==> src/rtl/mult_div_pkg.sv <==
// rtl/mult_div_pkg.sv - shared FSM encoding and constants for the multiply/divide unit
package mult_div_pkg;

  typedef enum logic [1:0] {
    ST_IDLE   = 2'd0,
    ST_MULT   = 2'd1,
    ST_DIV    = 2'd2,
    ST_FINISH = 2'd3
  } md_state_t;

  localparam int          ITER_COUNT = 32;
  localparam logic [31:0] DIV_OVF    = 32'h8000_0000;

endpackage

==> src/rtl/signed_mag_convert.sv <==
// rtl/signed_mag_convert.sv - two's-complement conditional negate (abs value when negate = sign bit)
module signed_mag_convert #(
  parameter int W = 32
) (
  input  logic [W-1:0] value,
  input  logic         negate,
  output logic [W-1:0] result
);

  assign result = negate ? (~value + {{(W-1){1'b0}}, 1'b1}) : value;

endmodule

==> src/rtl/mult_div_unit.sv <==
// rtl/mult_div_unit.sv - multi-cycle signed multiply/divide with HI/LO registers
// Shift-add multiply and restoring divide share one 64-bit accumulator.
module mult_div_unit
  import mult_div_pkg::*;
#(
  parameter int DATA_W = 32
) (
  input  logic              clk,
  input  logic              reset,
  input  logic              start_mult,
  input  logic              start_div,
  input  logic [DATA_W-1:0] op_a,
  input  logic [DATA_W-1:0] op_b,
  output logic [DATA_W-1:0] hi_out,
  output logic [DATA_W-1:0] lo_out,
  output logic              busy,
  output logic              done,
  output logic              div_zero
);

  localparam int CNT_W = $clog2(ITER_COUNT);

  md_state_t           state, next_state;
  logic [CNT_W-1:0]    cnt;
  logic [2*DATA_W-1:0] acc;
  logic [DATA_W-1:0]   opnd;
  logic                neg_res, neg_rem, is_div, dz;

  logic [DATA_W-1:0]   mag_a, mag_b;
  logic [2*DATA_W-1:0] prod_fixed;
  logic [DATA_W-1:0]   quot_fixed, rem_fixed;
  logic [DATA_W:0]     mult_sum;
  logic [DATA_W+1:0]   div_diff;
  logic [2*DATA_W-1:0] mult_next, div_next;
  logic                last_step;

  signed_mag_convert #(.W(DATA_W)) u_abs_a (.value(op_a), .negate(op_a[DATA_W-1]), .result(mag_a));
  signed_mag_convert #(.W(DATA_W)) u_abs_b (.value(op_b), .negate(op_b[DATA_W-1]), .result(mag_b));
  signed_mag_convert #(.W(2*DATA_W)) u_fix_prod (.value(acc), .negate(neg_res), .result(prod_fixed));
  signed_mag_convert #(.W(DATA_W)) u_fix_quot (.value(acc[DATA_W-1:0]), .negate(neg_res), .result(quot_fixed));
  signed_mag_convert #(.W(DATA_W)) u_fix_rem (.value(acc[2*DATA_W-1:DATA_W]), .negate(neg_rem), .result(rem_fixed));

  // Multiply: upper half accumulates, multiplier shifts out of the lower half.
  assign mult_sum  = {1'b0, acc[2*DATA_W-1:DATA_W]} + (acc[0] ? {1'b0, opnd} : {(DATA_W+1){1'b0}});
  assign mult_next = {mult_sum, acc[DATA_W-1:1]};

  // Divide: upper half is the partial remainder, quotient bits shift into the lower half.
  assign div_diff  = {1'b0, acc[2*DATA_W-1:DATA_W-1]} - {2'b00, opnd};
  assign div_next  = div_diff[DATA_W+1] ? {acc[2*DATA_W-2:0], 1'b0}
                                        : {div_diff[DATA_W-1:0], acc[DATA_W-2:0], 1'b1};

  assign last_step = (cnt == CNT_W'(ITER_COUNT - 1));

  always_ff @(posedge clk or posedge reset) begin
    if (reset) state <= ST_IDLE;
    else       state <= next_state;
  end

  always_comb begin
    next_state = state;
    case (state)
      ST_IDLE: begin
        if (start_mult)     next_state = ST_MULT;
        else if (start_div) next_state = (op_b == '0) ? ST_FINISH : ST_DIV;
      end
      ST_MULT, ST_DIV: if (last_step) next_state = ST_FINISH;
      ST_FINISH:       next_state = ST_IDLE;
      default:         next_state = ST_IDLE;
    endcase
  end

  always_ff @(posedge clk or posedge reset) begin
    if (reset) begin
      cnt      <= '0;
      acc      <= '0;
      opnd     <= '0;
      neg_res  <= 1'b0;
      neg_rem  <= 1'b0;
      is_div   <= 1'b0;
      dz       <= 1'b0;
      hi_out   <= '0;
      lo_out   <= '0;
      busy     <= 1'b0;
      done     <= 1'b0;
      div_zero <= 1'b0;
    end else begin
      done     <= 1'b0;
      div_zero <= 1'b0;
      case (state)
        ST_IDLE: begin
          if (start_mult) begin
            opnd    <= mag_a;
            acc     <= {{DATA_W{1'b0}}, mag_b};
            neg_res <= op_a[DATA_W-1] ^ op_b[DATA_W-1];
            is_div  <= 1'b0;
            dz      <= 1'b0;
            busy    <= 1'b1;
          end else if (start_div) begin
            opnd    <= mag_b;
            acc     <= {{DATA_W{1'b0}}, mag_a};
            neg_res <= op_a[DATA_W-1] ^ op_b[DATA_W-1];
            neg_rem <= op_a[DATA_W-1];
            is_div  <= 1'b1;
            dz      <= (op_b == '0);
            busy    <= 1'b1;
          end
        end
        ST_MULT: begin
          acc <= mult_next;
          cnt <= cnt + 1'b1;
        end
        ST_DIV: begin
          acc <= div_next;
          cnt <= cnt + 1'b1;
        end
        ST_FINISH: begin
          busy     <= 1'b0;
          done     <= 1'b1;
          div_zero <= dz;
          if (!dz) begin
            if (is_div) begin
              hi_out <= rem_fixed;
              lo_out <= quot_fixed;
            end else begin
              hi_out <= prod_fixed[2*DATA_W-1:DATA_W];
              lo_out <= prod_fixed[DATA_W-1:0];
            end
          end
        end
        default: ;
      endcase
    end
  end

endmodule

==> config.mk <==
export PLATFORM = sky130hd
export DESIGN_NAME = mult_div_unit
export DESIGN_NICKNAME = d
export VERILOG_FILES = /design/src/rtl/mult_div_pkg.sv /design/src/rtl/signed_mag_convert.sv /design/src/rtl/mult_div_unit.sv
export SDC_FILE = /design/constraint.sdc
export NUM_CORES = 1
export LEC_CHECK = 0
export ABC_AREA = 1
export CAP_MARGIN = 20
export CELL_PAD_IN_SITES_DETAIL_PLACEMENT = 0
export CELL_PAD_IN_SITES_GLOBAL_PLACEMENT = 1
export CORE_MARGIN = 1
export CORE_UTILIZATION = 45
export CTS_CLUSTER_SIZE = 14
export DETAILED_ROUTE_END_ITERATION = 16
export GPL_TIMING_DRIVEN = 1
export MAX_ROUTING_LAYER = met4
export PLACE_DENSITY_LB_ADDON = 0.2
export SLEW_MARGIN = 15
export SYNTH_ARGS = -nofsm -noshare
export SYNTH_HDL_FRONTEND = slang
export SYNTH_SLANG_ARGS = --single-unit
export TNS_END_PERCENT = 100
==> constraint.sdc <==
create_clock -name clk -period 12.1 [get_ports clk]
set_clock_uncertainty 0.2 [all_clocks]
set_input_delay 3.025 -clock clk [delete_from_list [all_inputs] [get_ports clk]]
set_output_delay 3.025 -clock clk [all_outputs]
set_load 0.005 [all_outputs]
After elaboration in Yosys (flattened, before gate mapping):

Index checks and enable logic that the tools add are counted.

* register bits after elaboration: 174
* input port bits: 68
* output and inout bits: 67
* logic and storage cells: 76

* add/sub/neg operators: 8
* equal/unequal tests: 6
* muxes and demuxes: 29
* bitwise operators: 8
* reduce and logical (&&, ||, !) cells: 12

Operators by type and width (count)
* two-way mux 32 bit: 9
* two-way mux 64 bit: 4
* case mux 64 bit (3 select lines): 1
* adder 32 x 1 -> 32 bit (second input constant): 4
* NOT 32 bit: 4
* adder 64 x 1 -> 64 bit (second input constant): 1
* NOT 64 bit: 1
* subtractor 33 x 32 -> 34 bit: 1
* adder 32 x 32 -> 33 bit: 1
* logical NOT 32 bit: 1
* two-way mux 1 bit: 10
* AND reduction 2 bit: 5
* two-way mux 2 bit: 3
* case mux 2 bit (3 select lines): 1
* adder 5 x 1 -> 5 bit (second input constant): 1
* equality test 5 bit (second input constant): 1
* equality test 2 bit (second input constant): 2
* nonzero test 2 bit: 2
* != test 3 bit (second input constant): 1
* AND reduction 3 bit: 1
* nonzero test 3 bit: 1
* equality test 2 x 1 -> 1 bit (second input constant): 1
* logical NOT 2 bit: 1
* != test 2 x 1 -> 1 bit (second input constant): 1
* other kinds (4): 5

Depth between registers and ports, before layout:

* word-level depth: 6
* mapped depth: 21
* mapped depth without buffers: 19

Modules after synthesis:

From an unflattened synthesis, not the netlist that was laid out.

* cells, all modules: 3669
* area, all modules: 20905.0 um^2

Modules (own cells, without submodules)
* mult_div_unit: instances 1, cells each 2263, area an instance 14004.7 um^2, seq. area each 4354.2 um^2
* signed_mag_convert (u_abs_a ...): instances 4, cells each 227, area an instance 1108.6 um^2, seq. area each 0.0 um^2
* signed_mag_convert (u_fix_prod): instances 1, cells each 498, area an instance 2466.1 um^2, seq. area each 0.0 um^2

Worst setup path before layout:

OpenSTA, ideal clock, no wires.

* path type: input to register
* start: in op_b[1]
* end: reg opnd[30]
* setup time: 0.131 ns
* arrival time: 4.300 ns
* data required time: 11.769 ns
* setup slack: 7.469 ns
* stages: 12
* cells stage by stage: inv_1 > ha_1 > inv_1 > nor3_2 > nand2_1 > nor2_1 > nand3_1 > nand2_1 > a21o_1 > nand3_1 > nand3_1 > o21ai_0

* word-level cells in the longest chain between the ends: 5

RTL lines
* start, declared: line mult_div_unit.sv:13 `input logic [DATA_W-1:0] op_b,`
* NOT 32 bit: line signed_mag_convert.sv:10 `assign result = negate ? (~value + {{(W-1){1'b0}}, 1'b1}) : value;`
* adder 32 x 1 -> 32 bit: line signed_mag_convert.sv:10
* two-way mux 32 bit: line signed_mag_convert.sv:10
* two-way mux 32 bit: line mult_div_unit.sv:98 `end else if (start_div) begin`
* two-way mux 32 bit: line mult_div_unit.sv:91 `if (start_mult) begin`
* end signal, assigned: line mult_div_unit.sv:92 `opnd <= mag_a;`
* end signal, assigned: line mult_div_unit.sv:99 `opnd <= mag_b;`
* end, declared: line mult_div_unit.sv:26 `logic [DATA_W-1:0] opnd;`

Every way passes these cells. The select of a mux whose other input is x is not followed.
A chain may end at the register's enable or synchronous reset.

Worst setup path after layout:

* start: in start_mult
* end: reg acc[15]

* word-level cells in the longest chain between the ends: 2

RTL lines
* start, declared: line mult_div_unit.sv:10 `input logic start_mult,`
* two-way mux 64 bit or != test 3 bit (tied branches)
* case mux 64 bit (3 select lines) or AND reduction 2 bit (tied branches)
* end signal, assigned: line mult_div_unit.sv:93 `acc <= {{DATA_W{1'b0}}, mag_b};`
* end signal, assigned: line mult_div_unit.sv:100 `acc <= {{DATA_W{1'b0}}, mag_a};`
* end signal, assigned: line mult_div_unit.sv:109 `acc <= mult_next;`
* end, declared: line mult_div_unit.sv:25 `logic [2*DATA_W-1:0] acc;`

Several ways; a longest one is shown, not always the timed one.

==> flow_summary.rst <==
.. list-table::
   :header-rows: 1

   * - Metric
     - Value
   * - Clock transition at path regs
     - 80 ps
   * - Worst slack at placement
     - 5990 ps
   * - Avg WL per Cell
     - 19.9 um
   * - Share of final-layout standard cells stronger than drive strength 1
     - 0.0394
   * - Relative slew slack
     - 0.308
   * - Starting utilization of the core area
     - 0.459
   * - Number of enable-type register cells in the synthesized netlist
     - 0
   * - Data required time of the worst path
     - 12,300 ps
   * - Result of the run
     - complete, no violations
   * - Number of buffers inserted to repair setup after CTS
     - 0
   * - HPWL reported at the end of detailed placement
     - 58.0 mm
   * - Clock tree from TritonCTS
     - built
   * - Hold Violations, Final
     - 0
   * - Number of instances on the worst hold path
     - 2
   * - Die Y
     - 201 um
   * - Count of filler cells inserted in the layout
     - 4,181
   * - End of the worst hold path
     - hi_out[7]
   * - Crit path kind
     - input port to flip-flop
   * - Fin Hold WS
     - 282 ps
   * - Proportion of synthesized flip-flops having asynchronous set or reset
     - 1.00
   * - Post-detailed-placement cell area
     - 19,600 um^2
   * - Syn. warnings
     - 0
   * - Global routing usage summed across all routing layers
     - 0.373
   * - Die Span X
     - 201 um
   * - Worst R2R End
     - acc[60]
   * - Most frequent cells after synthesis
     - nand2_1 (1,104), inv_1 (422), nor2_1 (308), nand3_1 (291), dfrtp_1 (174)
   * - Startpoint Class
     - input port
   * - Final setup violation count
     - 0
   * - RSZ-0062 raised after global routing
     - no
   * - Num CTS Buffers
     - 17
   * - DRT antenna net count
     - 0
   * - R2r worst-path depth
     - 15
   * - Synthesized cell area
     - 17,900 um^2
   * - Post-synthesis net count
     - 3,210
   * - Final WS setup
     - 6410 ps
   * - Total vias in the final route
     - 20,300
   * - Die area
     - 40,500 um^2
   * - Post-route setup TNS
     - 0 ps
   * - Site Rows
     - 72
   * - Detailed router's first-iteration violation count
     - 2,281
   * - Maximum number of pins on one net before global-route repair
     - 94
   * - Most used standard cell by instance count after synthesis
     - nand2_1
   * - Portion of the post-synthesis area used by sequential elements
     - 0.244
   * - Reg-to-Reg Start
     - acc[51]
   * - Area share of the largest cell type after synthesis
     - 0.244
   * - Post-synthesis average cell area
     - 5.83 um^2
   * - Port Buf Inserts
     - 134
   * - I/O pin count
     - 135
   * - Post-route design area
     - 20,200 um^2
   * - Number of standard cells after synthesis
     - 3,066
   * - Final Critical Period
     - 5690 ps
   * - Via density per instance
     - 5.53
   * - Master cell of the clock root buffer
     - clkbuf_16
   * - Cells resized by post-CTS repair
     - 0
   * - Area used by multi-input combinational logic
     - 11,500 um^2
   * - # clock sinks
     - 174
   * - Number of remaining DRC errors
     - 0
   * - Ratio of final minimum period to clock period
     - 0.470
   * - Clock latency on the worst-skew pair
     - 470 ps
   * - Fin nets
     - 3,281
   * - Global-route wire length before repair
     - 112 mm
   * - Number of detailed-route iterations in the first pass
     - 7
   * - Post-CTS Hold Buffers
     - 0
   * - Max H-tree Level
     - 4
   * - Least-Margin Pin Slew
     - 1040 ps
   * - Maximum clock rate
     - 176 MHz
   * - Maximum net fanout on the critical path
     - 62
   * - Source of the worst hold timing path
     - hi_out[7]
   * - Total grt overflow
     - 0
   * - Worst vdd ir
     - 0.143 mV
   * - Most common flop cell mapped by yosys
     - dfrtp_1
   * - Sort of element at the end of the critical path
     - flip-flop
   * - Antenna cell count
     - 0
   * - Maximum count of clock buffers along a single path
     - 2
   * - Vias in the first global route
     - 19,100
   * - Arrival time worst endpoint
     - 5880 ps
   * - Leak Pwr
     - 10.9 nW
   * - Initial antenna violation count
     - 0
   * - Reg2reg setup slack
     - 8020 ps
   * - Top cells by area in the synthesized netlist
     - dfrtp_1 (24%), nand2_1 (23%), inv_1 (8.9%), nand3_1 (8.1%), nor2_1 (6.5%)
   * - Core Util, Final
     - 0.519
   * - Number of maximum-capacitance violations
     - 0
   * - Yosys reg bits
     - 174
   * - FF/Latch Area
     - 4350 um^2
   * - Floorplan Core Area
     - 38,900 um^2
   * - Class of the tightest hold or removal check
     - flip-flop to flip-flop
   * - Final WL
     - 72.9 mm
   * - Final Max Tran Viols
     - 0
   * - Leading area contributor after synthesis
     - dfrtp_1
   * - Distinct cells, synth
     - 48
   * - Routability congestion estimate
     - 1.01
   * - Area added between synthesis and finish
     - 13.1%
   * - Power density over cell area
     - 245 nW/um^2
[per-stage QoR]
stage | std cells | total power [mW]
after global placement | 3635 | 4.25
after global routing | 3668 | 5.33
after floorplan | 3066 | 3.16
after CTS | 3668 | 4.89
after detailed placement | 3636 | 4.30
final | 3668 | 4.96
[layer usage]
metal | vias up | routed length (um) | part of all wire | global-route usage
met5 | - | 0 | 0 | -
met4 | 0 | 3010 | 0.041 | 0.146
met1 | 9432 | 31400 | 0.43 | 0.488
li1 | 9829 | - | - | -
met3 | 136 | 5280 | 0.072 | 0.0468
met2 | 901 | 33200 | 0.45 | 0.585
[cell usage in the layout, fill, tap and decap left out, drive strengths merged, types with 74 or more instances in the layout]
cell type and n:
dfrtp 174, clkdlybuf4s50 133, nand2 1117, nor2 321, nand3 301, a21oi 82
inv 443, xor2 75, o21ai 170, ha 74
[how the worst max path moves through the flow]
| stage | to | cells past startpoint | from | slack (ps) |
|---|---|---|---|---|
| after floorplan | acc[0] | 1 | reset | 4160 |
| after global placement | acc[31] | 11 | start_mult | 6130 |
| after detailed placement | acc[15] | 10 | start_mult | 5990 |
| after CTS | acc[15] | 10 | start_mult | 6470 |
| after global routing | acc[26] | 11 | start_mult | 6180 |
| final | acc[15] | 10 | start_mult | 6410 |
[registers in the layout, indices dropped and copies added (netlist names), 2 cells and up]
| signal | flops |
|---|---|
| opnd | 32 |
| acc | 64 |
| cnt | 5 |
| state | 2 |
| lo_out | 32 |
| hi_out | 32 |
[worst max-delay path, stage by stage]
cell and delay [ps]:
buf_2 100, buf_4 300, nand2_2 190, inv_1 60
nor2_2 350, inv_2 100, nor2_4 800, inv_2 450
o21ai_0 310, o21bai_1 140
[logic make-up (layout without fill, tap and decap cells)]
| group | Yosys count | in the layout | share of synthesized area |
|---|---|---|---|
| adders and majority gates | 76 | 76 | 0.0540 |
| and+or+nand+nor | 1832 | 1832 | 0.430 |
| AOI/OAI and AO/OA | 352 | 352 | 0.110 |
| buffers and inverters | 536 | 620 | 0.115 |
| DFF | 174 | 174 | 0.244 |
| xor gates and xnor gates | 96 | 96 | 0.0470 |
[layout make-up]
| cell class | count | area share |
|---|---|---|
| timing repair buffer | 152 | 0.0740 |
| inverter | 436 | 0.0812 |
| clock buffer | 17 | 0.0210 |
| clock inverter | 15 | 0.00922 |
| sequential | 174 | 0.215 |
| tap | 518 | 0.0321 |
| multi-input combinational | 2356 | 0.567 |
[report_power, final]
group | switching, mW | total (mW) | internal (mW)
combinational | 2.27 | 3.33 | 1.06
clock | 0.301 | 0.582 | 0.281
sequential | 0.235 | 1.04 | 0.808
No activity file was read; power rests on OpenSTA's default activity.
